### config.mk
export PLATFORM = sky130hd
export DESIGN_NAME = nanov_io_periph
export DESIGN_NICKNAME = d
export VERILOG_FILES = /design/src/rtl/nanov_io_periph.sv
export SDC_FILE = /design/constraint.sdc
export NUM_CORES = 1
export LEC_CHECK = 0
export BUFFER_PORTS_ARGS = -buffer_cell sky130_fd_sc_hd__buf_2
export CORE_MARGIN = 2
export CORE_UTILIZATION = 45
export CTS_BUF_LIST = sky130_fd_sc_hd__clkbuf_16
export DETAILED_ROUTE_END_ITERATION = 16
export GPL_TIMING_DRIVEN = 0
export HOLD_SLACK_MARGIN = 0.08
export PLACE_DENSITY = 0.65
export SETUP_SLACK_MARGIN = 0.05
export SLEW_MARGIN = 20
export SYNTH_ARGS = -nofsm -noshare
export SYNTH_HDL_FRONTEND = slang
export SYNTH_SLANG_ARGS = --single-unit
export TNS_END_PERCENT = 10
### constraint.sdc
create_clock -name clk -period 4.4 [get_ports clk]
set_input_delay 1.32 -clock clk [delete_from_list [all_inputs] [get_ports clk]]
set_output_delay 1.32 -clock clk [all_outputs]
set_load 0.02 [all_outputs]
### src/rtl/nanov_io_periph.sv
// nanov_io_periph: GPIO, 8N1 UART (TX FIFO, 1-byte RX buffer) and optional timer on the nanoV
// external data port. Define NANOV_IO_TIMER_EN to build the 32-bit timer at offset 0x10.
module nanov_io_periph #(
    parameter int unsigned CLOCK_DIV     = 104,
    parameter int unsigned TX_FIFO_DEPTH = 4,
    parameter int unsigned GPIO_WIDTH    = 8
) (
    input  logic                  clk,
    input  logic                  rst,
    input  logic [31:0]           data_out,
    input  logic                  store_addr_out,
    input  logic                  store_data_out,
    input  logic                  data_in_read,
    output logic [31:0]           ext_data_in,
    output logic [GPIO_WIDTH-1:0] gpio_out,
    input  logic [GPIO_WIDTH-1:0] gpio_in,
    output logic                  uart_txd,
    input  logic                  uart_rxd
);
    localparam int unsigned PtrW   = (TX_FIFO_DEPTH > 1) ? $clog2(TX_FIFO_DEPTH) : 1;
    localparam int unsigned CountW = PtrW + 1;
    localparam int unsigned CntW   = $clog2(CLOCK_DIV);
    localparam logic [CntW-1:0]   DivLast  = CntW'(CLOCK_DIV - 1);
    localparam logic [CntW-1:0]   HalfLast = CntW'(CLOCK_DIV / 2 - 1);
    localparam logic [CountW-1:0] FifoFull = CountW'(TX_FIFO_DEPTH);

    localparam logic [2:0] AddrGpioOut  = 3'd0;
    localparam logic [2:0] AddrGpioIn   = 3'd1;
    localparam logic [2:0] AddrUartData = 3'd2;
    localparam logic [2:0] AddrStatus   = 3'd3;
    localparam logic [2:0] AddrTimer    = 3'd4;

    function automatic logic [31:0] bitrev(input logic [31:0] v);
        logic [31:0] r;
        for (int i = 0; i < 32; i++) r[i] = v[31-i];
        return r;
    endfunction

    // Bus decode and load snapshot
    logic        sel_q, snap_q;
    logic [2:0]  addr_q;
    logic [31:0] ext_data_q, rdata, wdata, timer_rd;
    logic        wr_en, rd_done, rx_pop, stat_clr;

    assign wdata    = bitrev(data_out);
    assign wr_en    = store_data_out & sel_q;
    assign rd_done  = data_in_read & sel_q;
    assign rx_pop   = rd_done && (addr_q == AddrUartData);
    assign stat_clr = rd_done && (addr_q == AddrStatus);

    always_ff @(posedge clk) begin
        if (rst) begin
            sel_q      <= 1'b0;
            snap_q     <= 1'b0;
            addr_q     <= '0;
            ext_data_q <= '0;
        end else begin
            snap_q <= store_addr_out;
            if (store_addr_out) begin
                sel_q <= |data_out[31:24];
                if (|data_out[31:24]) addr_q <= data_out[4:2];
            end else if (store_data_out || data_in_read) begin
                sel_q <= 1'b0;
            end
            if (snap_q) ext_data_q <= sel_q ? rdata : '0;
        end
    end

    // GPIO and synchronisers
    logic [GPIO_WIDTH-1:0] gpio_out_q, gpio_s1_q, gpio_s2_q;
    logic                  rxd_s1_q, rxd_s2_q, rxd_prev_q;

    always_ff @(posedge clk) begin
        if (rst) begin
            gpio_s1_q  <= '0;
            gpio_s2_q  <= '0;
            rxd_s1_q   <= 1'b1;
            rxd_s2_q   <= 1'b1;
            rxd_prev_q <= 1'b1;
        end else begin
            gpio_s1_q  <= gpio_in;
            gpio_s2_q  <= gpio_s1_q;
            rxd_s1_q   <= uart_rxd;
            rxd_s2_q   <= rxd_s1_q;
            rxd_prev_q <= rxd_s2_q;
        end
    end

    // TX FIFO
    logic [7:0]        fifo_mem [TX_FIFO_DEPTH];
    logic [PtrW-1:0]   wptr_q, rptr_q;
    logic [CountW-1:0] count_q;
    logic              push_req, push, pop, tx_full, tx_busy, tx_slot_end;

    typedef enum logic [1:0] {TxIdle, TxStart, TxData, TxStop} tx_state_e;
    tx_state_e       tx_state_q;
    logic [CntW-1:0] tx_cnt_q;
    logic [2:0]      tx_bit_q;
    logic [7:0]      tx_shift_q;
    logic            txd_q;

    assign tx_full     = (count_q == FifoFull);
    assign tx_busy     = (count_q != '0) || (tx_state_q != TxIdle);
    assign tx_slot_end = (tx_cnt_q == DivLast);
    assign push_req    = wr_en && (addr_q == AddrUartData);
    assign pop         = (count_q != '0) &&
                         ((tx_state_q == TxIdle) || ((tx_state_q == TxStop) && tx_slot_end));
    // A full FIFO still accepts a byte when the head leaves on the same edge.
    assign push        = push_req && (!tx_full || pop);

    always_ff @(posedge clk) begin
        if (push) fifo_mem[wptr_q] <= wdata[7:0];
    end

    always_ff @(posedge clk) begin
        if (rst) begin
            wptr_q  <= '0;
            rptr_q  <= '0;
            count_q <= '0;
        end else begin
            if (push) wptr_q <= wptr_q + 1'b1;
            if (pop)  rptr_q <= rptr_q + 1'b1;
            if (push && !pop)      count_q <= count_q + 1'b1;
            else if (pop && !push) count_q <= count_q - 1'b1;
        end
    end

    always_ff @(posedge clk) begin
        if (rst) begin
            tx_state_q <= TxIdle;
            tx_cnt_q   <= '0;
            tx_bit_q   <= '0;
            tx_shift_q <= '0;
            txd_q      <= 1'b1;
        end else begin
            tx_cnt_q <= tx_slot_end ? '0 : tx_cnt_q + 1'b1;
            unique case (tx_state_q)
                TxIdle: begin
                    tx_cnt_q <= '0;
                    if (pop) begin
                        tx_state_q <= TxStart;
                        tx_shift_q <= fifo_mem[rptr_q];
                        txd_q      <= 1'b0;
                    end
                end
                TxStart: if (tx_slot_end) begin
                    tx_state_q <= TxData;
                    tx_bit_q   <= '0;
                    txd_q      <= tx_shift_q[0];
                end
                TxData: if (tx_slot_end) begin
                    if (tx_bit_q == 3'd7) begin
                        tx_state_q <= TxStop;
                        txd_q      <= 1'b1;
                    end else begin
                        tx_bit_q   <= tx_bit_q + 1'b1;
                        tx_shift_q <= tx_shift_q >> 1;
                        txd_q      <= tx_shift_q[1];
                    end
                end
                TxStop: if (tx_slot_end) begin
                    if (pop) begin
                        tx_state_q <= TxStart;
                        tx_shift_q <= fifo_mem[rptr_q];
                        txd_q      <= 1'b0;
                    end else begin
                        tx_state_q <= TxIdle;
                    end
                end
                default: tx_state_q <= TxIdle;
            endcase
        end
    end

    // RX FSM; emits one-cycle done / bad-stop pulses to the register block
    typedef enum logic [1:0] {RxIdle, RxStart, RxData, RxStop} rx_state_e;
    rx_state_e       rx_state_q;
    logic [CntW-1:0] rx_cnt_q;
    logic [2:0]      rx_bit_q;
    logic [7:0]      rx_shift_q;
    logic            rx_done_q, rx_bad_q;

    always_ff @(posedge clk) begin
        if (rst) begin
            rx_state_q <= RxIdle;
            rx_cnt_q   <= '0;
            rx_bit_q   <= '0;
            rx_shift_q <= '0;
            rx_done_q  <= 1'b0;
            rx_bad_q   <= 1'b0;
        end else begin
            rx_done_q <= 1'b0;
            rx_bad_q  <= 1'b0;
            rx_cnt_q  <= rx_cnt_q + 1'b1;
            unique case (rx_state_q)
                RxIdle: begin
                    rx_cnt_q <= '0;
                    if (rxd_prev_q && !rxd_s2_q) rx_state_q <= RxStart;
                end
                RxStart: if (rx_cnt_q == HalfLast) begin
                    rx_cnt_q   <= '0;
                    rx_bit_q   <= '0;
                    rx_state_q <= rxd_s2_q ? RxIdle : RxData;
                end
                RxData: if (rx_cnt_q == DivLast) begin
                    rx_cnt_q   <= '0;
                    rx_shift_q <= {rxd_s2_q, rx_shift_q[7:1]};
                    rx_bit_q   <= rx_bit_q + 1'b1;
                    if (rx_bit_q == 3'd7) rx_state_q <= RxStop;
                end
                RxStop: if (rx_cnt_q == DivLast) begin
                    rx_state_q <= RxIdle;
                    rx_done_q  <= rxd_s2_q;
                    rx_bad_q   <= !rxd_s2_q;
                end
                default: rx_state_q <= RxIdle;
            endcase
        end
    end

    // Register file: GPIO out, RX buffer, sticky status
    logic       rx_valid_q, tx_ovf_q, rx_ovr_q, rx_ferr_q;
    logic [7:0] rx_data_q;

    always_ff @(posedge clk) begin
        if (rst) begin
            gpio_out_q <= '0;
            rx_valid_q <= 1'b0;
            rx_data_q  <= '0;
            tx_ovf_q   <= 1'b0;
            rx_ovr_q   <= 1'b0;
            rx_ferr_q  <= 1'b0;
        end else begin
            if (wr_en && (addr_q == AddrGpioOut)) gpio_out_q <= wdata[GPIO_WIDTH-1:0];
            if (rx_done_q) begin
                rx_data_q  <= rx_shift_q;
                rx_valid_q <= 1'b1;
            end else if (rx_pop) begin
                rx_valid_q <= 1'b0;
            end
            if (push_req && tx_full && !pop)         tx_ovf_q  <= 1'b1;
            else if (stat_clr)                       tx_ovf_q  <= 1'b0;
            if (rx_done_q && rx_valid_q && !rx_pop)  rx_ovr_q  <= 1'b1;
            else if (stat_clr)                       rx_ovr_q  <= 1'b0;
            if (rx_bad_q)                            rx_ferr_q <= 1'b1;
            else if (stat_clr)                       rx_ferr_q <= 1'b0;
        end
    end

`ifdef NANOV_IO_TIMER_EN
    logic [31:0] timer_q;

    always_ff @(posedge clk) begin
        if (rst)                                   timer_q <= '0;
        else if (wr_en && (addr_q == AddrTimer))   timer_q <= wdata;
        else                                       timer_q <= timer_q + 1'b1;
    end

    assign timer_rd = timer_q;
`else
    assign timer_rd = '0;
`endif

    always_comb begin
        rdata = '0;
        unique case (addr_q)
            AddrGpioOut:  rdata = 32'(gpio_out_q);
            AddrGpioIn:   rdata = 32'(gpio_s2_q);
            AddrUartData: rdata = {24'b0, rx_data_q};
            AddrStatus:   rdata = {26'b0, rx_ferr_q, rx_ovr_q, tx_ovf_q, tx_busy, rx_valid_q,
                                   tx_full};
            AddrTimer:    rdata = timer_rd;
            default:      rdata = '0;
        endcase
    end

    logic unused_bits;
    assign unused_bits = ^{data_out[23:5], data_out[1:0], wdata};

    assign ext_data_in = ext_data_q;
    assign gpio_out    = gpio_out_q;
    assign uart_txd    = txd_q;

endmodule
==> out/qor.yml <==
pwr:
  ir_drop_mv: 0.2719
  swShare_pct: 26.94
  p_leak_nw: 2.762
  power_density_mw_per_mm2: 541.1
  p_comb_share_pct: 18.9
  p_seq_share_pct: 38.0
  p_int_w: 0.002777
  p_sw_w: 0.001024
  clkPwrFrac_pct: 43.1
  total_power_w: 0.003801
logic_synthesis:
  muxShareOfSynthArea_pct: 11.54
  synthSimpleGateAreaFrac_pct: 16.02
  yosysTopAreaCellShare_pct: 35.63
  ys_top_cells_by_area: "dfxtp_1 (36%), edfxtp_1 (16%), mux2i_1 (6.3%)"
  avgSynthCellArea_sq_um: 10.90
  synthCells: 536
  synth_edf_count: 32
  synth_top_family_by_area: "simple AND/OR/NAND/NOR gates"
  yosys.area.top_type: "dfxtp_1"
  ys_warn_count: 0
  synthFlopType: "dfxtp_1"
  synth_cell_types: 63
  synth-async-reset-ratio_pct: 0
  ys_seq_area_share_pct: 52.08
  synth_area_sq_mm: 0.005843
  synth-xor-area-share_pct: 1.649
  synth-compound-area-share_pct: 8.972
  yosys.area_share.adder_pct: 3.769
  ys_ff_latch: 136
detailed_routing:
  wire_per_inst_microns: 16.38
  via_count: 4232
  routed_wirelength_microns: 13160
  initialDrtViolationCount: 222
  via_per_inst: 5.270
  ant_nets: 0
  first_pass_iters: 5
  drcViolationCount: 0
timing:
  tightest_slew_ns: 0.7300
  tns_ns: 0
  setup-violations-final: 0
  grt_setup_unrepaired: "false"
  fmax_mhz: 355.4
  skew_ns: 0.01715
  hold_viol: 0
  drv_slew: 0
  max-slew-margin-rel_pct: 50.96
  final.min_clock_period_ns: 2.814
  period_share_pct: 63.95
layout:
  antenna_cells: 0
  final_cell_mix: "dfxtp_1 (104), nor2_1 (62), buf_2 (43), mux2i_1 (37), edfxtp_1 (32)"
  multi_input_comb_area_sq_mm: 0.002541
  register_area_sq_mm: 0.003043
  n_fill_cell: 1134
  layout_commonest_cell: "dfxtp_1"
  syn_to_final_growth_pct: 20.24
  drive_gt1_share_pct: 18.70
  instances_no_fill: 803
  final_nets: 681
placement:
  hpwlAfterDp_microns: 9295
  placed_cells: 771
  gp_congestion: 0.8209
  port-buffer-count: 40
job:
  maxCapViolCount: 0
floorplanning:
  coreArea_sq_mm: 0.01267
  dieArea_sq_mm: 0.01391
  start_util_pct: 46.11
  die_w_microns: 118.0
  fp.dieH_microns: 118.0
  io-pin-count: 87
  row_count: 41
clock_network:
  insertion_delay_ns: 0.43
  cts_hold_buf: 0
  cts_sinks: 136
  clockBufferDepth: 2
  postCtsSetupBuffers: 0
  clkTransAtPathRegs_ns: 0.06
  cts_tree: "yes"
  cts-root-buf: "clkbuf_16"
  cts.repair.resized: 0
  numCtsBuffers: 17
  cts_htree_levels: 4
worst_hold_path:
  min_path_type: "register to register"
run_status:
  outcome: "finished clean"
setup_path:
  required_ns: 4.75
  criticalPathCategory: "register to register"
  crit_fanout: 10
  critPathLaunchType: "register"
  arrival_ns: 3.16
  end_kind: "register"
global_route:
  grt_max_degree: 17
  grt_pass1_wl_microns: 21490
  antenna_found_initial: 0
  grt_usage_pct: 19.97
  first_global_vias: 4208
  grt_overflow: 0
-- power by group through the flow --
stage | Combinational [W] | Clock [W] | Sequential [W]
2_1_floorplan | 0.000542 | 0 | 0.00146
3_3_place_gp | 0.000685 | 0 | 0.00146
3_5_place_dp | 0.000711 | 0 | 0.00147
4_1_cts | 0.000717 | 0.00166 | 0.00144
5_1_grt | 0.000791 | 0.00172 | 0.00146
6_report | 0.000717 | 0.00164 | 0.00145
-- final cells by class --
class | instances | area share, %
Buffer | 53 | 4.167
Clock buffer | 17 | 6.055
Clock inverter | 15 | 3.633
Inverter | 14 | 0.7480
Multi-Input combinational cell | 356 | 36.17
Sequential cell | 136 | 43.31
Tap cell | 172 | 3.063
Timing Repair Buffer | 40 | 2.850
-- registers in the layout, summed over array words and instances, names as in the netlist, 2 cells and up, named ones only --
register,count
addr_q,3
count_q,3
ext_data_in,8
fifo_mem,32
gpio_out,8
gpio_s1_q,8
gpio_s2_q,8
rptr_q,2
rx_bit_q,3
rx_cnt_q,7
rx_data_q,8
rx_shift_q,8
tx_bit_q,3
tx_cnt_q,7
tx_shift_q,8
tx_state_q,2
wptr_q,2
-- worst max-delay path: stages (launching register included) --
cell      delay (ns)
dfxtp_1         0.31
clkbuf_1        0.37
clkbuf_1        0.45
nand3_1         0.21
nor2_1          0.15
ha_1            0.19
inv_1           0.06
fa_1            0.37
xor2_1          0.17
or3_1           0.30
a21oi_1         0.15
-- cell usage after synthesis (all sizes together) (4+ instances only) --
master and count:
nand4b 9, o21ai 15, xor2 7, edfxtp 32
or3 4, inv 14, dfxtp 104, or2 4
nand3 13, nor2 62, ha 16, mux4 13
nand2 14, nand4 6, or4 4, mux2i 37
a211o 8, nor3 4, nor2b 27, buf 32
clkbuf 21, xnor2 4, and3 6, a21oi 30
-- kinds of logic after synthesis --
family	Yosys count
compound gates	81
xor+xnor	11
fa+ha+maj	17
buf+inv	67
flops	136
mux	51
other cells	1
simple gates	172
-- worst paths after layout --
kind | to | startpoint | slack, ns | depth (start not counted)
worst min-delay path | rxd_s2_q$_SDFF_PP1_ | rxd_s1_q$_SDFF_PP1_ | 0.43 | 1
worst max-delay path | count_q[2]$_SDFFE_PP0P_ | addr_q[1]$_SDFFE_PP0P_ | 1.59 | 10
worst max register to register | count_q[2]$_SDFFE_PP0P_ | addr_q[1]$_SDFFE_PP0P_ | 1.59 | 10
worst min register to register | rxd_s2_q$_SDFF_PP1_ | rxd_s1_q$_SDFF_PP1_ | 0.43 | 1
-- metal layers --
metal	track usage [%]	vias up	part of all wire [%]
met1	23.36	2049	43
met2	34.59	121	51
met5	0	-	0
met4	8.509	0	1.5
li1	-	2047	-
met3	5.184	15	4.5
-- metrics by stage --
step	cell area [sq um]	util, %	hold WS [ns]	worst slack (ns)
floorplan	5929	-	0.3895	1.641
global placement	6345	50.07	0.4036	1.423
detailed placement	6345	50.07	0.4030	1.381
CTS	7025	55.45	0.4273	1.581
global route	7025	55.45	0.4436	1.365
finish	7025	55.45	0.4266	1.586
Power figures use the tool's default switching activity.
